===== config.mk =====
export PLATFORM = sky130hd
export DESIGN_NAME = axi_burst_master
export DESIGN_NICKNAME = d
export VERILOG_FILES = /design/src/rtl/axi_burst_master.sv
export SDC_FILE = /design/constraint.sdc
export NUM_CORES = 1
export LEC_CHECK = 0
export CAP_MARGIN = 20
export CELL_PAD_IN_SITES_DETAIL_PLACEMENT = 1
export CELL_PAD_IN_SITES_GLOBAL_PLACEMENT = 1
export CORE_UTILIZATION = 32
export DETAILED_ROUTE_END_ITERATION = 10
export GPL_TIMING_DRIVEN = 0
export PLACE_DENSITY_LB_ADDON = 0.25
export SYNTH_ARGS = -nofsm -noshare
export SYNTH_HDL_FRONTEND = slang
export SYNTH_SLANG_ARGS = --single-unit

===== constraint.sdc =====
create_clock -name clk_in -period 8.9 [get_ports clk_in]
set_clock_uncertainty 0.1 [all_clocks]
set_input_delay 1.335 -clock clk_in [delete_from_list [all_inputs] [get_ports clk_in]]
set_output_delay 1.335 -clock clk_in [all_outputs]
set_load 0.05 [all_outputs]

===== src/rtl/axi_burst_master.sv =====
// rtl/axi_burst_master.sv - AXI4 INCR burst initiator: pattern write, read-back check
// Optional macro AXI_BURST_MASTER_CHECK_EN builds the RDATA compare and mismatch counter.

package axi_burst_master_pkg;
   localparam int AXI_ID_W   = 4;
   localparam int AXI_ID_R   = 4;
   localparam int AXI_ADDR   = 16;
   localparam int AXI_DATA   = 32;
   localparam int AXI_USER   = 4;
   localparam int AXI_BYTE   = 8;
   localparam int AXI_STRB   = AXI_DATA / AXI_BYTE;

   typedef struct packed {
      logic [AXI_ID_W-1:0] aw_id;
      logic [AXI_ADDR-1:0] aw_addr;
      logic [7:0]          aw_len;
      logic [2:0]          aw_size;
      logic [1:0]          aw_burst;
      logic [AXI_USER-1:0] aw_user;
      logic                aw_valid;
      logic [AXI_DATA-1:0] w_data;
      logic [AXI_STRB-1:0] w_strb;
      logic                w_last;
      logic [AXI_USER-1:0] w_user;
      logic                w_valid;
      logic                b_ready;
      logic [AXI_ID_R-1:0] ar_id;
      logic [AXI_ADDR-1:0] ar_addr;
      logic [7:0]          ar_len;
      logic [2:0]          ar_size;
      logic [1:0]          ar_burst;
      logic [AXI_USER-1:0] ar_user;
      logic                ar_valid;
      logic                r_ready;
   } axi_mosi_t;

   typedef struct packed {
      logic                aw_ready;
      logic                w_ready;
      logic [AXI_ID_W-1:0] b_id;
      logic [1:0]          b_resp;
      logic                b_valid;
      logic                ar_ready;
      logic [AXI_ID_R-1:0] r_id;
      logic [AXI_DATA-1:0] r_data;
      logic [1:0]          r_resp;
      logic                r_last;
      logic                r_valid;
   } axi_miso_t;
endpackage

module axi_burst_master
   import axi_burst_master_pkg::*;
#(
   parameter int ID_W_WIDTH = AXI_ID_W,
   parameter int ID_R_WIDTH = AXI_ID_R,
   parameter int ADDR_WIDTH = AXI_ADDR,
   parameter int DATA_WIDTH = AXI_DATA,
   parameter int BYTE_WIDTH = AXI_BYTE
) (
   input  logic                  clk_in,
   input  logic                  rst_n,
   input  logic                  cmd_valid_i,
   output logic                  cmd_ready_o,
   input  logic                  cmd_write_i,
   input  logic [ADDR_WIDTH-1:0] cmd_addr_i,
   input  logic [7:0]            cmd_len_i,
   input  logic [ID_W_WIDTH-1:0] cmd_id_i,
   input  logic [DATA_WIDTH-1:0] cmd_seed_i,
   output logic                  done_o,
   output logic                  resp_err_o,
   output logic [15:0]           mismatch_o,
   output axi_mosi_t             out_mosi_o,
   input  axi_miso_t             out_miso_i
);

   localparam logic [2:0] AXI_SIZE = 3'($clog2(DATA_WIDTH / 8));

   typedef enum logic [2:0] {S_IDLE, S_AW, S_W, S_B, S_AR, S_R} state_t;

   state_t state, state_n;

   logic [ADDR_WIDTH-1:0] addr_q;
   logic [7:0]            len_q;
   logic [ID_W_WIDTH-1:0] id_q;
   logic [DATA_WIDTH-1:0] seed_q;
   logic [7:0]            beat_q;
   logic                  err_q;
   logic                  done_q;
   logic                  aw_valid_q, w_valid_q, b_ready_q, ar_valid_q, r_ready_q;

   logic                  aw_hs, w_hs, b_hs, ar_hs, r_hs;
   logic                  last_beat;
   logic [DATA_WIDTH-1:0] pattern;

   assign aw_hs     = aw_valid_q & out_miso_i.aw_ready;
   assign w_hs      = w_valid_q  & out_miso_i.w_ready;
   assign b_hs      = b_ready_q  & out_miso_i.b_valid;
   assign ar_hs     = ar_valid_q & out_miso_i.ar_ready;
   assign r_hs      = r_ready_q  & out_miso_i.r_valid;
   assign last_beat = (beat_q == len_q);
   assign pattern   = seed_q + DATA_WIDTH'(beat_q);

   always_ff @(posedge clk_in or negedge rst_n) begin
      if (!rst_n) state <= S_IDLE;
      else        state <= state_n;
   end

   always_comb begin
      state_n = state;
      case (state)
         S_IDLE: if (cmd_valid_i) state_n = cmd_write_i ? S_AW : S_AR;
         S_AW:   if (aw_hs) state_n = S_W;
         S_W:    if (w_hs && last_beat) state_n = S_B;
         S_B:    if (b_hs) state_n = S_IDLE;
         S_AR:   if (ar_hs) state_n = S_R;
         S_R:    if (r_hs && out_miso_i.r_last) state_n = S_IDLE;
         default: state_n = S_IDLE;
      endcase
   end

   // Channel VALID/READY are registered copies of the next state.
   always_ff @(posedge clk_in or negedge rst_n) begin
      if (!rst_n) begin
         addr_q     <= '0;
         len_q      <= '0;
         id_q       <= '0;
         seed_q     <= '0;
         beat_q     <= '0;
         err_q      <= 1'b0;
         done_q     <= 1'b0;
         aw_valid_q <= 1'b0;
         w_valid_q  <= 1'b0;
         b_ready_q  <= 1'b0;
         ar_valid_q <= 1'b0;
         r_ready_q  <= 1'b0;
      end else begin
         done_q     <= 1'b0;
         aw_valid_q <= (state_n == S_AW);
         w_valid_q  <= (state_n == S_W);
         b_ready_q  <= (state_n == S_B);
         ar_valid_q <= (state_n == S_AR);
         r_ready_q  <= (state_n == S_R);
         case (state)
            S_IDLE: begin
               if (cmd_valid_i) begin
                  addr_q <= cmd_addr_i;
                  len_q  <= cmd_len_i;
                  id_q   <= cmd_id_i;
                  seed_q <= cmd_seed_i;
                  beat_q <= '0;
                  err_q  <= 1'b0;
               end
            end
            S_W: begin
               if (w_hs) beat_q <= beat_q + 8'd1;
            end
            S_B: begin
               if (b_hs) begin
                  if (out_miso_i.b_resp != 2'b00 || out_miso_i.b_id != id_q) err_q <= 1'b1;
                  done_q <= 1'b1;
               end
            end
            S_R: begin
               if (r_hs) begin
                  beat_q <= beat_q + 8'd1;
                  // RLAST must coincide exactly with the final expected beat.
                  if (out_miso_i.r_resp != 2'b00 || (out_miso_i.r_last != last_beat)) err_q <= 1'b1;
                  if (out_miso_i.r_last) done_q <= 1'b1;
               end
            end
            default: ;
         endcase
      end
   end

`ifdef AXI_BURST_MASTER_CHECK_EN
   logic [15:0] mism_q;

   always_ff @(posedge clk_in or negedge rst_n) begin
      if (!rst_n) begin
         mism_q <= '0;
      end else if (state == S_IDLE && cmd_valid_i) begin
         mism_q <= '0;
      end else if (r_hs && out_miso_i.r_data != pattern && mism_q != 16'hFFFF) begin
         mism_q <= mism_q + 16'd1;
      end
   end

   assign mismatch_o = mism_q;
   wire unused_miso = ^{out_miso_i.r_id};
`else
   assign mismatch_o = '0;
   wire unused_miso = ^{out_miso_i.r_id, out_miso_i.r_data};
`endif

   assign cmd_ready_o = (state == S_IDLE);
   assign done_o      = done_q;
   assign resp_err_o  = err_q;

   // Payloads are gated by their VALID so they read zero whenever the channel is idle.
   always_comb begin
      out_mosi_o = '0;
      out_mosi_o.aw_valid = aw_valid_q;
      out_mosi_o.w_valid  = w_valid_q;
      out_mosi_o.b_ready  = b_ready_q;
      out_mosi_o.ar_valid = ar_valid_q;
      out_mosi_o.r_ready  = r_ready_q;
      if (aw_valid_q) begin
         out_mosi_o.aw_id    = id_q;
         out_mosi_o.aw_addr  = addr_q;
         out_mosi_o.aw_len   = len_q;
         out_mosi_o.aw_size  = AXI_SIZE;
         out_mosi_o.aw_burst = 2'b01;
      end
      if (w_valid_q) begin
         out_mosi_o.w_data = pattern;
         out_mosi_o.w_strb = {(DATA_WIDTH/BYTE_WIDTH){1'b1}};
         out_mosi_o.w_last = last_beat;
      end
      if (ar_valid_q) begin
         out_mosi_o.ar_id    = id_q[ID_R_WIDTH-1:0];
         out_mosi_o.ar_addr  = addr_q;
         out_mosi_o.ar_len   = len_q;
         out_mosi_o.ar_size  = AXI_SIZE;
         out_mosi_o.ar_burst = 2'b01;
      end
   end

endmodule


==> flow_metrics.tcl <==
set metrics [dict create \
    drv_cap 0 \
    die_h_um 128 \
    grt_pass1_vias 4897 \
    routed_via_density 4.74 \
    yosysSeqAreaShare_pct 38.5 \
    core-area_mm2 0.0153 \
    highest_layer "met4" \
    cts_max_path_buffers 2 \
    synth_edf_count 0 \
    placed_cells 951 \
    hold_depth 1 \
    die-area_mm2 0.0164 \
    hold_violations 0 \
    cp-start-kind "flop" \
    io_pins 253 \
    arrival_ps 4130 \
    hp-start "seed_q[3]$_DFFE_PN0P_" \
    required_ps 7470 \
    ant_nets 0 \
    core.rowCount 45 \
    cts_sinks 78 \
    htree_levels 3 \
    synth_flop_cell "dfrtp_1" \
    end_kind "output port" \
    cts-resized-gates 0 \
    clk_latency_ps 340 \
    crit_fanout 10 \
    wl_met2_mm 8.24 \
    cts_tree "done" \
    wl_met1_mm 6.57 \
    status "finished clean" \
    synth_cells 524 \
    port_buffers 182 \
    grt_pass1_wl_mm 25.8 \
    cts_buffers 9 \
    dr.pass1.iters 4 \
    min_to "seed_q[3]$_DFFE_PN0P_" \
    r2r_slack_ps 6480 \
    synthArstFlopShare_pct 100 \
    nets 875 \
    regToRegStartpoint "state[0]$_DFF_PN0_" \
    dp_hpwl_mm 12.8 \
    final_common_cell "clkdlybuf4s50_1" \
    slew_violations 0 \
    p_seq_share_pct 31.4 \
    overflow 0 \
    ys_seq_elements 78 \
    wl_per_cell_um 16.9 \
    power_switching_share_pct 45.4 \
    rsz0062_at_grt "false" \
    synth_area_mm2 0.00507 \
    power.switching_uw 966 \
    die-width_um 128 \
    detail_route.wirelength_mm 16.4 \
    remaining_drc_errors 0 \
    finalNonFillerCells 967 \
    drive_above_1_share_pct 18.4 \
    mostFrequentLayoutCells "clkdlybuf4s50_1, dfrtp_1, and2_1, mux2_2, buf_4" \
    clockRootBuffer "clkbuf_16" \
    reg2reg_depth 6 \
    setup_viol_count_final 0 \
    yosysWarnings 0 \
    grt_max_degree 41 \
    antenna_cells 0 \
    track_usage_pct 20.6 \
    drtIter0Drc 147 \
    start_util_pct 33.1 \
    leakagePower_uw 0.00317 \
    cts.clk_slew.worst_paths_ps 60 \
    area_delta_synth_final_pct 49.2 \
    p_clk_share_pct 16.1 \
    hold_buffers 0 \
    min_path_type "flop to flop" \
    r2r-end "len_q[0]$_DFFE_PN0P_" \
    post-cts-setup-buffers 0 \
    power.density_mw_per_mm2 281 \
    ys_types 58 \
    criticalPathCategory "flop to output port" \
    slew_headroom_pct 39.5 \
    ir_drop_uv 221 \
    p_int_uw 1160 \
    wl_met3_mm 1.39 \
    antenna_found_initial 0 \
    timing.fmax_mhz 180 \
    setup_tns_ps 0 \
    fin_crit_sh_pct 62.5 \
    tightest_slew_ps 908 \
    period_needed_ps 5570 \
    avgSynthCellArea_um2 9.68 \
    routabilityCongestion 0.806 \
    vias 4581 \
    p_comb_share_pct 52.5 \
]
[worst max path at each step]
| stage | start | cells after the start | to | slack (ps) |
|---|---|---|---|---|
| after global routing | beat_q[0]$_DFFE_PN0P_ | 8 | out_mosi_o[72] | 3210 |
| after detailed placement | beat_q[0]$_DFFE_PN0P_ | 8 | out_mosi_o[72] | 3740 |
| after global placement | rst_n | 1 | addr_q[7]$_DFFE_PN0P_ | 3430 |
| after floorplan | beat_q[0]$_DFFE_PN0P_ | 6 | out_mosi_o[62] | 4260 |
| final | beat_q[0]$_DFFE_PN0P_ | 8 | out_mosi_o[72] | 3330 |
| after CTS | beat_q[0]$_DFFE_PN0P_ | 8 | out_mosi_o[72] | 3360 |
[final cells by class]
class                           count  area [µm²]
Timing Repair Buffer              183        1840
Clock inverter                      4        22.5
Buffer                             74         472
Inverter                           10        37.5
Sequential cell                    78        1950
Multi-Input combinational cell    395        2730
Fill cell                        1764        7750
Tap cell                          211         264
Clock buffer                       12         246
[sequential cells by signal, indices dropped and copies added, names as in the netlist]
name and flops:
addr_q 16, ar_valid_q 1, aw_valid_q 1, b_ready_q 1, beat_q 8, done_o 1
id_q 4, len_q 8, r_ready_q 1, resp_err_o 1, seed_q 32, state 3
w_valid_q 1
[Yosys cell counts, drive strengths merged, types with 3 or more instances]
library cell,instances,share of area [%]
a21o,4,0.59
nor2,33,2.5
and3,9,1.1
xor2,18,3.1
mux2i,3,0.59
ha,9,2.2
o2111ai,4,0.69
nand3,10,0.99
nand2,28,2.1
dfrtp,78,38
or4,5,0.81
a2111oi,3,0.79
nand2b,6,0.74
nand4,3,0.49
a21oi,23,2.3
or3,4,0.49
or4b,3,0.59
mux2,55,12
clkbuf,17,1.3
nor4,3,0.37
o22ai,4,0.49
o31ai,4,0.59
o21ai,18,1.8
xnor2,14,2.4
buf,57,8.0
inv,10,0.74
a211oi,7,1.0
a31oi,4,0.49
nor3,6,0.69
and2,61,7.5
[power groups by stage]
stage | logic [µW] | clock network (µW) | registers [µW]
4_1_cts | 1130 | 355 | 670
5_1_grt | 1190 | 372 | 696
3_3_place_gp | 1090 | 0 | 662
3_5_place_dp | 1120 | 0 | 674
6_report | 1120 | 343 | 667
2_1_floorplan | 796 | 0 | 624
[cells by family after synthesis]
logic type,count (synthesis),synth area share (%)
other,1,0.0739
buffers and inverters,84,10.0
xor gates and xnor gates,32,5.53
AOI/OAI and AO/OA,83,10.8
DFF,78,38.5
muxes,58,12.8
adders and majority gates,10,2.62
and+or+nand+nor,178,19.6
[metrics by stage]
step	util [%]	total power, µW	setup WS, ps	hold slack (ps)	cell area [µm²]
2_1_floorplan	-	1420	4260	387	5190
3_3_place_gp	47.5	1750	3430	403	7280
3_5_place_dp	47.7	1790	3740	411	7300
4_1_cts	49.4	2150	3360	427	7570
5_1_grt	49.4	2260	3210	447	7570
6_report	49.4	2130	3330	420	7570
[metal layers]
layer / GRT usage [%] / vias up
met2: 36.7 / 157
met4: 5.81 / 0
li1: - / 2192
met1: 23.5 / 2221
met3: 6.39 / 11
met5: 0 / -
[critical path, cell delays in order, from the launching register on]
cell and delay [ps]:
dfrtp_1 460, ha_1 280, fa_1 420, a21o_1 210
a221oi_2 770, a21oi_1 320, nand3_1 200, mux2i_1 280
clkdlybuf4s50_1 850
(Power assumes the default switching activity.)
